[config.mk]
export PLATFORM = sky130hd
export DESIGN_NAME = btb_repl_ctrl
export DESIGN_NICKNAME = d
export VERILOG_FILES = /design/src/rtl/btb_repl_ctrl.sv
export SDC_FILE = /design/constraint.sdc
export NUM_CORES = 1
export LEC_CHECK = 0
export CAP_MARGIN = 20
export CORE_MARGIN = 1
export CORE_UTILIZATION = 45
export CTS_CLUSTER_SIZE = 28
export DETAILED_ROUTE_END_ITERATION = 8
export PLACE_DENSITY = 0.73
export SLEW_MARGIN = 20
export SYNTH_ARGS = -nofsm -noshare
export SYNTH_HDL_FRONTEND = slang
export SYNTH_SLANG_ARGS = --single-unit
export TNS_END_PERCENT = 5
[constraint.sdc]
create_clock -name clk -period 2.7 [get_ports clk]
set_input_delay 0.405 -clock clk [delete_from_list [all_inputs] [get_ports clk]]
set_output_delay 0.405 -clock clk [all_outputs]
set_load 0.01 [all_outputs]
[src/rtl/btb_repl_ctrl.sv]
// Replacement/state controller for a 2-way BTB: per-set valid and LRU victim bits,
// lookup/update arbitration, miss allocation, and a sequenced invalidate sweep.
module btb_repl_ctrl #(
    parameter int SETS  = 8,
    parameter int IDX_W = 3
) (
    input  logic                clk,
    input  logic                rst_n,
    input  logic                rd_en,
    input  logic [IDX_W-1:0]    rd_index,
    input  logic                rd_hit,
    input  logic                rd_way,
    input  logic                wr_en,
    input  logic [IDX_W-1:0]    wr_index,
    input  logic                wr_hit,
    input  logic                wr_way,
    output logic                alloc_way,
    input  logic                flush_req,
    output logic                flush_busy,
    output logic                flush_done,
    output logic [2*SETS-1:0]   valid_out,
    output logic [SETS-1:0]     lru_out
);

    typedef enum logic [1:0] {
        ST_IDLE  = 2'd0,
        ST_SWEEP = 2'd1,
        ST_DONE  = 2'd2
    } state_t;

    state_t              state_r;
    logic [IDX_W-1:0]    ptr_r;
    logic [2*SETS-1:0]   valid_r;
    logic [SETS-1:0]     lru_r;
    logic                flush_busy_r;
    logic                flush_done_r;
    logic                alloc_way_s;
    logic                rd_touch_s;

    // Allocation way for the EX update: hit way, first invalid way, else LRU victim.
    always_comb begin
        alloc_way_s = 1'b0;
        if (wr_hit) begin
            alloc_way_s = wr_way;
        end else if (!valid_r[{wr_index, 1'b0}]) begin
            alloc_way_s = 1'b0;
        end else if (!valid_r[{wr_index, 1'b1}]) begin
            alloc_way_s = 1'b1;
        end else begin
            alloc_way_s = lru_r[wr_index];
        end
    end

    // A lookup touch is dropped when the update targets the same set.
    always_comb begin
        rd_touch_s = 1'b0;
        if (rd_en && rd_hit && !(wr_en && (wr_index == rd_index))) begin
            rd_touch_s = 1'b1;
        end else begin
            rd_touch_s = 1'b0;
        end
    end

    // Sweep FSM plus valid/LRU state updates.
    always_ff @(posedge clk or negedge rst_n) begin
        if (!rst_n) begin
            state_r      <= ST_IDLE;
            ptr_r        <= {IDX_W{1'b0}};
            valid_r      <= {(2*SETS){1'b0}};
            lru_r        <= {SETS{1'b0}};
            flush_busy_r <= 1'b0;
            flush_done_r <= 1'b0;
        end else begin
            case (state_r)
                ST_IDLE: begin
                    flush_done_r <= 1'b0;
                    if (flush_req) begin
                        state_r      <= ST_SWEEP;
                        ptr_r        <= {IDX_W{1'b0}};
                        flush_busy_r <= 1'b1;
                    end else begin
                        if (wr_en) begin
                            if (wr_hit) begin
                                lru_r[wr_index] <= ~wr_way;
                            end else begin
                                valid_r[{wr_index, alloc_way_s}] <= 1'b1;
                                lru_r[wr_index]                  <= ~alloc_way_s;
                            end
                        end
                        if (rd_touch_s) begin
                            lru_r[rd_index] <= ~rd_way;
                        end
                    end
                end
                ST_SWEEP: begin
                    valid_r[{ptr_r, 1'b0}] <= 1'b0;
                    valid_r[{ptr_r, 1'b1}] <= 1'b0;
                    lru_r[ptr_r]           <= 1'b0;
                    if (ptr_r == IDX_W'(SETS - 1)) begin
                        state_r      <= ST_DONE;
                        flush_done_r <= 1'b1;
                    end else begin
                        ptr_r <= ptr_r + IDX_W'(1);
                    end
                end
                ST_DONE: begin
                    state_r      <= ST_IDLE;
                    flush_busy_r <= 1'b0;
                    flush_done_r <= 1'b0;
                end
                default: begin
                    state_r      <= ST_IDLE;
                    flush_busy_r <= 1'b0;
                    flush_done_r <= 1'b0;
                end
            endcase
        end
    end

    assign alloc_way  = alloc_way_s;
    assign flush_busy = flush_busy_r;
    assign flush_done = flush_done_r;
    assign valid_out  = valid_r;
    assign lru_out    = lru_r;

endmodule

; Word level (Yosys, flattened, before mapping)
; Index checks and enable logic that the tools add are counted.
[word_totals]
register_bits = 31
output_inout_bits = 27
elab_cells = 104
in_bits = 15
[op_classes]
n_addsub = 1
reduce_logical = 17
bitwise_logic = 11
muxes = 46
eq_ne = 9
n_lt_le_gt_ge = 14
[op_table]
columns = operator, count
row1 = 2-to-1 mux 16 bit, 3
row2 = 2-to-1 mux 8 bit, 6
row3 = bitwise AND 16 bit, 2
row4 = one-hot mux 16 bit (2 select lines), 1
row5 = "less-than comparator 4 x 5 -> 1 bit, second input constant", 5
row6 = bitwise mux 8 bit, 3
row7 = 2-to-1 mux 1 bit, 16
row8 = NOT 15 -> 16 bit, 1
row9 = NOT 16 bit, 1
row10 = bitwise OR 16 bit, 1
row11 = one-hot mux 8 bit (2 select lines), 1
row12 = demux 1 bit (select 3 bit), 5
row13 = "greater-or-equal comparator 4 x 1 -> 1 bit, second input constant", 3
row14 = "less-than comparator 3 x 4 -> 1 bit, second input constant", 3
row15 = "inequality test 2 bit, second input constant", 6
row16 = binary-select mux 1 bit (select 3 bit), 3
row17 = "greater-or-equal comparator 3 x 1 -> 1 bit, second input constant", 3
row18 = logical AND 1 bit, 9
row19 = bitwise AND 8 bit, 1
row20 = NOT 8 bit, 1
row21 = 2-to-1 mux 3 bit, 2
row22 = one-hot mux 3 bit (2 select lines), 1
row23 = AND reduction 2 bit, 3
row24 = demux 1 bit (select 4 bit), 1
row25 = other kinds (13), 17

; Longest topological paths before layout
[logic_depth]
depth_word = 15
mapped_depth = 9
ltp_nobuf = 6

; Worst setup path after synthesis
; Ideal clock, no wire load.
[synth_path]
path_kind = in2reg
startpoint = input wr_index[1]
endpoint = register valid_r[12], in the netlist valid_out[12]
required_ns = 2.578
arrival_ns = 1.952
setup_time_ns = 0.122
path_slack_ns = 0.627
path_buffers = 3
stages = 8
cell_sequence = buf_6 -> mux2i_1 -> a211o_1 -> a221o_1 -> buf_6 -> or2_1 -> buf_6 -> a32o_1
[synth_via]
elab_chain_len = 14
word_cells_on_any_way = 19
classes_between = order compare (2) / mux (15) / bitwise (1) / reduce/logical (1)
[synth_lines]
columns = item, line_no
row1 = "start, declared", 14  ; input logic [IDX_W-1:0] wr_index,
row2 = binary-select mux 1 bit (select 3 bit) (on tied branches), "50, 47"
row3 = 2-to-1 mux 1 bit (on tied branches), "50, 47"
row4 = 2-to-1 mux 1 bit, 47  ; end else if (!valid_r[{wr_index, 1'b1}]) begin
row5 = 2-to-1 mux 1 bit, 45  ; end else if (!valid_r[{wr_index, 1'b0}]) begin
row6 = 2-to-1 mux 1 bit, 43  ; if (wr_hit) begin
row7 = less-than comparator 4 x 5 -> 1 bit (not written as such) / greater-or-equal comparator 4 x 1 -> 1 bit (equally long branches), 86  ; valid_r[{wr_index, alloc_way_s}] <= 1'b1;
row8 = logical AND 1 bit (not written as such), 86
row9 = 2-to-1 mux 1 bit (not written as such), 86
row10 = demux 1 bit (select 4 bit) *, 86
row11 = bitwise OR 16 bit (no line) *, --
row12 = 2-to-1 mux 16 bit *, 83  ; if (wr_hit) begin
row13 = 2-to-1 mux 16 bit *, 82  ; if (wr_en) begin
row14 = 2-to-1 mux 16 bit *, 77  ; if (flush_req) begin
row15 = one-hot mux 16 bit (2 select lines) *, 74  ; case (state_r)
row16 = "end signal, assigned", 69  ; valid_r <= {(2*SETS){1'b0}};
row17 = "end, declared", 33  ; logic [2*SETS-1:0] valid_r;
; Mark *: on every way between the ends. The rest lies on a longest branch, timed or not. The select of a mux whose other input is x is not followed.
; A chain may end at the register's enable or synchronous reset.

; Final worst setup path
[layout_path]
startpoint = input wr_index[1]
endpoint = output alloc_way
[layout_via]
elab_chain_len = 5
word_cells_on_any_way = 9
classes_between = mux (9)
[layout_lines]
columns = item, line_no
row1 = binary-select mux 1 bit (select 3 bit) (on tied branches), "50, 47"
row2 = 2-to-1 mux 1 bit (on tied branches), "50, 47"
row3 = 2-to-1 mux 1 bit, 47
row4 = 2-to-1 mux 1 bit *, 45
row5 = 2-to-1 mux 1 bit *, 43
row6 = "end, declared", 17  ; output logic alloc_way,
; Marks and branches as above.

==> impl_metrics.yaml <==
sta:
  tightest_slew_ns: 0.5831
  fin_crit_ns: 2.571
  finClkSkew_ns: 0.009214
  period_share_pct: 95.22
  relSlewSlack_pct: 61.05
  slew_violations: 0
  rsz0062_at_grt: "false"
  totalNegativeSetupSlack_ns: 0
  timing.fmax_ghz: 0.3890
  final-hold-violation-count: 0
  setup_violations: 0
global_route:
  gr-total-overflow: 0
  antenna_found_initial: 0
  grt_pass1_wl_um: 10430
  grt_pass1_vias: 2062
  grt_start_max_net_pins: 32
  grt_use_total_pct: 27.10
synthesis:
  syn_nets: 250
  synth_edf_count: 0
  syn_area_mm2: 0.002127
  avgSynthCellArea_um2: 9.129
  yosys_register_bits: 31
  async_flop_share_pct: 100.0
  synth_area_leader_cell: "dfrtp_1"
  synth_area_leaders: "dfrtp_1 36%, a32o_1 4.7%, nand2_1 3.7%"
  synth_cells: 233
  ys_seq_area_share_pct: 36.47
  synthesis.yosys.warnings: 0
  synth_top_cell_area_share_pct: 36.47
  synthDistinctLibCells: 59
  synth_ff_type: "dfrtp_1"
placed_design:
  io_buffers: 41
  hpwlAfterDp_um: 4945
  place_inst: 336
  gp_congestion: 1.027
cts:
  clk_transition_reported_paths_ns: 0.06
  clk_latency_ns: 0.29
  cts_root_buffer: "clkbuf_8"
  cts_htree_levels: 2
  cts_tree: "built"
  cts_sinks: 31
  cts_buffers: 5
  cts_buffer_depth: 2
critical_path:
  r2r-start: "valid_out[8]"
  rr_endpoint: "valid_out[12]"
  end_kind: "output port"
  reg2reg_slack_ns: 0.61
  crit_fanout: 8
  startpoint_type: "input port"
  critical_path_class: "in2out"
  arrival_ns: 2.17
  worstPathRequired_ns: 2.30
  rr_worst_depth: 7
run_status:
  status: "complete, but fails checks"
  violations: "design-rule violations"
hold_path:
  hp-class: "reg2reg"
  min_to: "flush_done"
  hp-start: "flush_done"
  hold_path_depth: 2
floorplanning:
  dieArea_mm2: 0.005006
  start_util_pct: 47.86
  die_h_um: 70.75
  ios: 42
  rows: 24
  fp.dieW_um: 70.75
  coreArea_mm2: 0.004444
pwr:
  power_mw: 1.853
  ir_drop_mv: 0.3690
  p_per_area_mw_per_mm2: 646.9
  p_leak_nw: 1.166
finish:
  diodes: 0
  drive_gt1_share_pct: 17.29
  register_area_um2: 775.7
  fin_nets: 311
  multi_input_area_mm2: 0.001236
  area_growth_pct: 34.65
  final_cells: 347
  filler_cell_count: 389
route:
  drt_drc_violations_left: 7
  via_count: 2176
  ant_nets: 0
  viasPerCell: 6.271
  avgRoutedWirePerCell_um: 18.76
  drt-total-wl_um: 6508
  drt_first_iter_violations: 205
  drtPass1Iterations: 6
job:
  maxCapViolCount: 0
[final cells by class]
type                            instances  share of cell area, %
Clock buffer                            6                  2.883
Tap cell                               52                  2.272
Sequential cell                        31                  27.09
Inverter                                8                  1.048
Clock inverter                          2                  1.223
Multi-Input combinational cell        178                  43.16
Timing Repair Buffer                   70                  22.32
[cells in the final DEF (no fill, tap or decap), types with 5 or more instances in the layout]
| master | Yosys | routed |
|---|---|---|
| a21oi_1 | 12 | 12 |
| a31oi_1 | 6 | 6 |
| a32o_1 | 10 | 10 |
| and2_1 | 7 | 7 |
| buf_4 | 2 | 27 |
| clkbuf_8 | 0 | 6 |
| clkdlybuf4s50_1 | 0 | 40 |
| dfrtp_1 | 31 | 31 |
| inv_1 | 8 | 8 |
| nand2_1 | 21 | 21 |
| nand2b_1 | 7 | 7 |
| nand3_1 | 14 | 14 |
| nor2_1 | 14 | 14 |
| nor2b_1 | 7 | 7 |
| nor3_1 | 5 | 5 |
| o211ai_1 | 6 | 6 |
| o21ai_0 | 7 | 7 |
| o31ai_1 | 6 | 6 |
[per-stage QoR]
| stage | utilization [%] | setup WS, ns | hold WS, ns | cell area [µm²] |
|---|---|---|---|---|
| 5_1_grt | 64.44 | 0.02794 | 0.5412 | 2864 |
| 4_1_cts | 64.56 | 0.04436 | 0.4960 | 2869 |
| 3_3_place_gp | 61.15 | -0.2576 | 0.4740 | 2718 |
| 2_1_floorplan | - | 0.6269 | 0.1094 | 2127 |
| 6_report | 64.44 | 0.1291 | 0.4867 | 2864 |
| 3_5_place_dp | 61.15 | -0.2944 | 0.4817 | 2718 |
[worst max path at each step]
stage / from / endpoint / depth (start not counted) / slack (ns)
floorplan: wr_index[1] / valid_out[12] / 8 / 0.63
detailed placement: wr_index[1] / alloc_way / 7 / -0.29
global route: wr_index[1] / alloc_way / 9 / 0.03
global placement: wr_index[1] / alloc_way / 7 / -0.26
CTS: wr_index[1] / alloc_way / 7 / 0.04
finish: wr_index[1] / alloc_way / 7 / 0.13
[cell usage after synthesis (2+ instances only)]
master    number
buf_4          2
a21boi_0       3
nand2b_1       7
a32o_1        10
o211ai_1       6
inv_1          8
mux2i_1        2
o31ai_1        6
nor2b_1        7
a21oi_1       12
buf_2          2
xnor2_1        2
o21ai_0        7
nor2_1        14
a221oi_1       4
nor3_1         5
dfrtp_1       31
clkbuf_1       8
nand3_1       14
a31oi_1        6
mux4_2         3
a211oi_1       2
and2_1         7
nand2_1       21
or3_1          2
buf_6          3
nand4_1        4
ha_1           2
mux2_2         3
[registers in the layout (all words and copies together) (netlist names)]
signal	flops
flush_busy	1
valid_out	16
lru_out	8
state_r	2
flush_done	1
ptr_r	3
[worst max-delay path, cell delays in order]
cell and delay [ns]:
clkdlybuf4s50_1 0.47, buf_6 0.14, mux4_2 0.50, mux2_4 0.29, a21oi_4 0.13, o21ai_2 0.09
clkbuf_2 0.13
[power by group]
group / internal [mW] / total [mW] / switching, mW
registers: 0.551 / 0.676 / 0.126
logic: 0.325 / 0.700 / 0.375
clock network: 0.298 / 0.476 / 0.178
[logic make-up (layout without fill, tap and decap cells)]
family / Yosys count / in the layout / share of synthesized area (%)
AO/OA/AOI/OAI: 77 / 77 / 28.41
flip-flops: 31 / 31 / 36.47
AND/OR/NAND/NOR: 89 / 89 / 21.65
multiplexers: 8 / 8 / 5.706
adder cells (fa/ha/maj): 2 / 2 / 1.176
buffers and inverters: 24 / 86 / 5.764
XOR/XNOR: 2 / 2 / 0.8237
[per-layer routing]
metal / share of wire (%) / up-vias / global-route usage (%)
met5: 0 / - / 0
met1: 43 / 1030 / 37.19
li1: - / 1010 / -
met2: 45 / 113 / 41.03
met4: 3.5 / 0 / 12.00
met3: 8.5 / 23 / 6.125
[repair_timing]
action                     4_1_cts  5_1_grt
setup buffers                    3        0
pin swaps                        0        0
hold buffers                     0        0
resized for setup                5        1
setup endpoints to repair        1        1
(Power assumes the default switching activity.)
